### src/rtl/dmem_pkg.sv
// Shared types for the data-memory access sequencer.
// The core LSU and the debug/DMA port share one data memory.
package dmem_pkg;

    localparam int DM_AW = 9;
    localparam int XLEN  = 32;

    localparam logic [2:0] F3_LB  = 3'b000;
    localparam logic [2:0] F3_LH  = 3'b001;
    localparam logic [2:0] F3_LW  = 3'b010;
    localparam logic [2:0] F3_LBU = 3'b100;
    localparam logic [2:0] F3_LHU = 3'b101;

    typedef enum logic [1:0] {
        S_IDLE,
        S_ACCESS,
        S_LOAD_WAIT,
        S_RESP
    } dmem_state_e;

    typedef struct packed {
        logic             we;
        logic [2:0]       funct3;
        logic [DM_AW-1:0] addr;
        logic [XLEN-1:0]  wdata;
    } dmem_req_t;

endpackage

### src/rtl/dmem_lane_align.sv
// Byte-lane handling for RV32 loads/stores: store strobe and shift,
// load lane extract and sign/zero extension, misalignment detection.
module dmem_lane_align
    import dmem_pkg::*;
(
    input  logic [2:0]      funct3_i,
    input  logic [1:0]      off_i,
    input  logic [XLEN-1:0] wdata_i,
    input  logic [XLEN-1:0] rdata_i,
    output logic [3:0]      strb_o,
    output logic [XLEN-1:0] wdata_o,
    output logic [XLEN-1:0] rdata_o,
    output logic            mis_o
);

    logic [XLEN-1:0] lane;
    logic            bad_f3;
    logic            mis_h;
    logic            mis_w;

    always_comb begin
        bad_f3 = (funct3_i == 3'b011) || (funct3_i[2:1] == 2'b11);
        mis_h  = (funct3_i[1:0] == 2'b01) && off_i[0];
        mis_w  = (funct3_i[1:0] == 2'b10) && (off_i != 2'b00);
        mis_o  = bad_f3 || mis_h || mis_w;
    end

    always_comb begin
        strb_o  = 4'b1111;
        wdata_o = wdata_i;
        unique case (funct3_i[1:0])
            2'b00: begin
                strb_o  = 4'b0001 << off_i;
                wdata_o = {4{wdata_i[7:0]}};
            end
            2'b01: begin
                strb_o  = off_i[1] ? 4'b1100 : 4'b0011;
                wdata_o = {2{wdata_i[15:0]}};
            end
            default: begin
                strb_o  = 4'b1111;
                wdata_o = wdata_i;
            end
        endcase
    end

    // Shift the addressed lane down to bit 0, then extend.
    always_comb begin
        lane    = rdata_i >> {off_i, 3'b000};
        rdata_o = '0;
        unique case (funct3_i)
            F3_LB:   rdata_o = {{24{lane[7]}}, lane[7:0]};
            F3_LH:   rdata_o = {{16{lane[15]}}, lane[15:0]};
            F3_LW:   rdata_o = lane;
            F3_LBU:  rdata_o = {24'b0, lane[7:0]};
            F3_LHU:  rdata_o = {16'b0, lane[15:0]};
            default: rdata_o = '0;
        endcase
    end

endmodule

### src/rtl/dmem_access_ctrl.sv
// Two-port data-memory sequencer: arbitrates core and debug requests
// and runs one registered, handshaked access at a time.
module dmem_access_ctrl
    import dmem_pkg::*;
#(
    parameter int DM_ADDRESS = DM_AW,
    parameter int DATA_W     = XLEN,
    parameter int DBG_STARVE = 4
) (
    input  logic                  clk,
    input  logic                  rst_n,
    input  logic                  p0_valid,
    output logic                  p0_ready,
    input  logic                  p0_we,
    input  logic [2:0]            p0_funct3,
    input  logic [DM_ADDRESS-1:0] p0_addr,
    input  logic [DATA_W-1:0]     p0_wdata,
    output logic                  p0_rvalid,
    output logic [DATA_W-1:0]     p0_rdata,
    output logic                  p0_err,
    input  logic                  p1_valid,
    output logic                  p1_ready,
    input  logic                  p1_we,
    input  logic [DM_ADDRESS-1:0] p1_addr,
    input  logic [DATA_W-1:0]     p1_wdata,
    output logic                  p1_rvalid,
    output logic [DATA_W-1:0]     p1_rdata,
    output logic                  p1_err,
    output logic [DM_ADDRESS-1:0] mem_addr,
    output logic [3:0]            mem_wr,
    output logic [DATA_W-1:0]     mem_wdata,
    input  logic [DATA_W-1:0]     mem_rdata
);

    localparam int SCW = $clog2(DBG_STARVE + 1);

    dmem_state_e       state_q;
    dmem_req_t         req_q;
    dmem_req_t         req_d;
    dmem_req_t         al_req;
    logic              port_q;
    logic              gnt1;
    logic              idle;
    logic [SCW-1:0]    starve_q;
    logic [3:0]        mem_wr_q;
    logic [3:0]        al_strb;
    logic [DATA_W-1:0] mem_wdata_q;
    logic [DATA_W-1:0] rdata_q;
    logic [DATA_W-1:0] al_wdata;
    logic [DATA_W-1:0] al_rdata;
    logic              err_q;
    logic              rvalid_q;
    logic              al_mis;

    assign idle     = (state_q == S_IDLE);
    assign gnt1     = p1_valid &&
                      (!p0_valid || (starve_q == SCW'(DBG_STARVE)));
    assign p0_ready = idle && p0_valid && !gnt1;
    assign p1_ready = idle && gnt1;

    // Debug port is word-only, so its funct3 is fixed to LW.
    always_comb begin
        req_d = '{we: p0_we, funct3: p0_funct3,
                  addr: p0_addr, wdata: p0_wdata};
        if (gnt1) begin
            req_d = '{we: p1_we, funct3: F3_LW,
                      addr: p1_addr, wdata: p1_wdata};
        end
        al_req = idle ? req_d : req_q;
    end

    dmem_lane_align u_align (
        .funct3_i (al_req.funct3),
        .off_i    (al_req.addr[1:0]),
        .wdata_i  (al_req.wdata),
        .rdata_i  (mem_rdata),
        .strb_o   (al_strb),
        .wdata_o  (al_wdata),
        .rdata_o  (al_rdata),
        .mis_o    (al_mis)
    );

    always_ff @(posedge clk or negedge rst_n) begin
        if (!rst_n) begin
            state_q     <= S_IDLE;
            req_q       <= '0;
            port_q      <= 1'b0;
            starve_q    <= '0;
            mem_wr_q    <= '0;
            mem_wdata_q <= '0;
            rdata_q     <= '0;
            err_q       <= 1'b0;
            rvalid_q    <= 1'b0;
        end else begin
            rvalid_q <= 1'b0;
            mem_wr_q <= '0;
            if (!p1_valid || p1_ready) begin
                starve_q <= '0;
            end else if (p0_ready) begin
                starve_q <= starve_q + SCW'(1);
            end
            unique case (state_q)
                S_IDLE: begin
                    if (p0_ready || p1_ready) begin
                        req_q   <= req_d;
                        port_q  <= gnt1;
                        rdata_q <= '0;
                        err_q   <= al_mis;
                        if (al_mis) begin
                            state_q  <= S_RESP;
                            rvalid_q <= 1'b1;
                        end else begin
                            state_q <= S_ACCESS;
                            if (req_d.we) begin
                                mem_wr_q    <= al_strb;
                                mem_wdata_q <= al_wdata;
                            end
                        end
                    end
                end
                S_ACCESS: begin
                    if (req_q.we) begin
                        state_q  <= S_RESP;
                        rvalid_q <= 1'b1;
                    end else begin
                        state_q <= S_LOAD_WAIT;
                    end
                end
                S_LOAD_WAIT: begin
                    rdata_q  <= al_rdata;
                    state_q  <= S_RESP;
                    rvalid_q <= 1'b1;
                end
                S_RESP: begin
                    state_q <= S_IDLE;
                end
                default: begin
                    state_q <= S_IDLE;
                end
            endcase
        end
    end

    assign mem_addr  = {req_q.addr[DM_ADDRESS-1:2], 2'b00};
    assign mem_wr    = mem_wr_q;
    assign mem_wdata = mem_wdata_q;

    assign p0_rvalid = rvalid_q && !port_q;
    assign p1_rvalid = rvalid_q && port_q;
    assign p0_rdata  = port_q ? '0 : rdata_q;
    assign p1_rdata  = port_q ? rdata_q : '0;
    assign p0_err    = err_q && !port_q;
    assign p1_err    = err_q && port_q;

endmodule
### config.mk
export PLATFORM = sky130hd
export DESIGN_NAME = dmem_access_ctrl
export DESIGN_NICKNAME = d
export VERILOG_FILES = /design/src/rtl/dmem_pkg.sv /design/src/rtl/dmem_lane_align.sv /design/src/rtl/dmem_access_ctrl.sv
export SDC_FILE = /design/constraint.sdc
export NUM_CORES = 1
export LEC_CHECK = 0
export BUFFER_PORTS_ARGS = -buffer_cell sky130_fd_sc_hd__buf_2
export CORE_ASPECT_RATIO = 0.6
export CORE_MARGIN = 2
export CORE_UTILIZATION = 30
export DETAILED_ROUTE_END_ITERATION = 7
export GPL_TIMING_DRIVEN = 0
export HOLD_SLACK_MARGIN = 0.08
export PLACE_DENSITY_LB_ADDON = 0.3
export SYNTH_ARGS = -nofsm -noshare
export SYNTH_HDL_FRONTEND = slang
export SYNTH_SLANG_ARGS = --single-unit
### constraint.sdc
create_clock -name clk -period 2.7 [get_ports clk]
set_clock_uncertainty 0.1 [all_clocks]
set_input_delay 0.54 -clock clk [delete_from_list [all_inputs] [get_ports clk]]
set_output_delay 0.54 -clock clk [all_outputs]
set_load 0.02 [all_outputs]
==> qor.csv <==
metric,value,unit
CTS Sinks,121,
status,completed,
WL per Instance,19.9,µm
via count,7149,
CTS tree,yes,
Synth Flop Type,dfrtp_1,
endpoints failing setup,0,
half-perimeter wire length after placement,21400,µm
Worst Hold Class,input pin to flop,
final worst path period share,0.965,
syn_area_per_cell,9.11,µm²
WP data arrival,1960,ps
Post-Place Setup Slack,-382,ps
layout cells sized above 1,0.355,
Worst Path Required,2060,ps
max-slew violation count,0,
DRC viols,0,
post-synthesis sequential area ratio,0.422,
Max Fclk,384,MHz
core area,0.0233,mm²
initial antenna violation count,5,
RR Startpoint,state_q[0],
R2R setup slack,140,ps
Syn-to-layout area delta,37.1,%
P_leak,4.98,nW
pin count of the biggest net entering global routing,68,
crit path kind,flop to output port,
H-tree depth,4,
post-DR vias/cell,5.10,
Post-synth ARST share,1.00,
final hold slack,268,ps
row count,43,
die width,204,µm
gr usage total,0.220,
routed wire length,27900,µm
Port Buf Inserts,234,
deepest clock path buffer count,2,
Max-Cap Viols,0,
Power Dens Cells,1260,mW/mm²
register bit total from synthesis,121,
synth unique cells,58,
end of the critical path,p0_ready,
DRT antenna net count,0,
Root Buffer,clkbuf_16,
IO Count,238,
Max IR drop VDD,0.506,mV
gr ovfl total,0,
"EDFF count, synth",0,
final setup margin,95.7,ps
die area,0.0252,mm²
reg2reg end,rdata_q[22],
Worst Reg-to-Reg Cells,10,
Initial DRC Count,499,
CP Launch Point,state_q[0],
synthesized cell area,0.00717,mm²
Crit Path Max Fanout,10,
Worst-Skew Late Latency,420,ps
RD Place Congestion,0.903,
YS warnings,0,
Die Ht,124,µm
post-synthesis cell count,787,
vias in the first global route,6490,
final critical-path required period,2600,ps
Num CTS Buffers,17,
Worst-Margin Slew,761,ps
final hold violations,0,
Clock transition at path regs,60,ps
Critical Path Start Type,flop,
first-pass GRT wire length,40400,µm
Slew HR,0.489,
Pre-antenna DRT Iters,7,
CP endpoint kind,output port,
Nets,1201,
starting density of the core,0.308,
## stage by stage
| step | total power (W) | area [µm²] | util | cells | setup TNS [ps] |
|---|---|---|---|---|---|
| 6_report | 0.0124 | 9830 | 0.422 | 1401 | 0 |
| 2_1_floorplan | 0.00727 | 7170 | - | 788 | 0 |
| 3_3_place_gp | 0.00939 | 8740 | 0.375 | 1337 | -102580 |
| 4_1_cts | 0.0121 | 9520 | 0.409 | 1372 | -67.8 |
| 3_5_place_dp | 0.00948 | 8770 | 0.376 | 1338 | -11840 |
| 5_1_grt | 0.0133 | 9820 | 0.422 | 1399 | -2.52 |
## how the worst min path moves through the flow
stage / from / to / cells past startpoint
after global placement: mem_wdata[13] / mem_wdata[13] / 2
after floorplan: rst_n / err_q / 0
after global routing: p0_funct3[2] / req_q[43] / 2
after detailed placement: mem_wdata[29] / mem_wdata[29] / 2
after CTS: p0_funct3[2] / req_q[43] / 2
final: p0_funct3[2] / req_q[43] / 2
## cells in the final DEF (no fill, tap or decap), drive strengths merged, types with 7 or more instances in the layout
cell type	netlist	layout
a211oi	36	36
a21oi	53	53
a221o	7	7
a22o	9	9
a22oi	21	21
and2	38	38
buf	35	297
clkbuf	31	51
dfrtp	121	121
ha	7	7
inv	16	19
mux2	16	16
mux2i	50	50
nand2	102	102
nand3	18	18
nor2	49	49
nor2b	36	36
o2111ai	8	8
o211ai	9	9
o21ai	86	86
## registers in the layout (all words and copies together), names as in the netlist
| signal | cells |
|---|---|
| rvalid_q | 1 |
| state_q | 2 |
| port_q | 1 |
| starve_q | 3 |
| err_q | 1 |
| req_q | 38 |
| mem_addr | 7 |
| mem_wdata | 32 |
| rdata_q | 32 |
| mem_wr | 4 |
## cells in the mapped netlist (all sizes together) (2+ instances only)
cell type | count | area (µm²)
mux2 | 16 | 180
nand2 | 102 | 393
a211oi | 36 | 270
nor3 | 4 | 20.0
dfrtp | 121 | 3030
inv | 16 | 60.1
nor2 | 49 | 191
a221o | 7 | 70.1
nand3 | 18 | 90.1
nand2b | 3 | 18.8
a22oi | 21 | 158
and2 | 38 | 238
o22ai | 4 | 38.8
a41oi | 2 | 25.0
clkbuf | 31 | 116
o31ai | 2 | 20.0
buf | 35 | 251
a21oi | 53 | 277
nor2b | 36 | 225
a2bb2oi | 3 | 32.5
o21ai | 86 | 442
o211ai | 9 | 67.6
a22o | 9 | 78.8
o2111ai | 8 | 70.1
ha | 7 | 87.6
and3 | 2 | 12.5
mux2i | 50 | 500
a21o | 4 | 30.0
## final cells by class
type	count	area (µm²)
plain buffers	65	459
flip-flops and latches	121	3030
repair buffers	265	1450
diodes	2	5.00
fillers	2310	13500
inverters	17	63.8
well taps	315	394
clock inverters	13	166
clock buffers	19	453
multi-input cells	584	3810
## logic make-up (layout without fill, tap and decap cells)
kind of cell             Yosys count  in the layout  synth area share
multiplexers                      66             66            0.0950
AND/OR/NAND/NOR                  257            257             0.173
other                              1              4          0.000523
buffers and inverters             83            379            0.0602
flip-flops                       121            121             0.422
adder cells (fa/ha/maj)            7              7            0.0122
AO/OA/AOI/OAI                    252            252             0.236
## what timing repair did
action                                 CTS  global route
pin swaps                                3             4
buffers inserted                         1            27
setup endpoints to repair               85            85
endpoints found under the hold margin   54             0
hold buffers                             1             0
gates resized for setup                 31            34
cloned                                   0             1
## per-layer routing
layer  GRT usage  vias up  routed length (µm)
met3      0.0798       18                2700
met4      0.0360        6                 121
met2       0.294      289               11100
li1            -     3369                   -
met1       0.334     3467               13900
met5           0        -                  38
## report_power, final
group,internal (W),total [W],switching (W)
clock,0.00151,0.00243,0.000918
sequential,0.00260,0.00311,0.000508
combinational,0.00256,0.00689,0.00433
total,0.00667,0.0124,0.00576
## worst max-delay path: stages, from the launching register on
cell and delay (ps):
dfrtp_1 400, inv_2 100, ha_4 180, buf_8 130
buf_8 130, buf_8 110, clkbuf_16 150, and3_4 200
buf_6 130
Note: power is estimated with default switching activity, not from simulation.
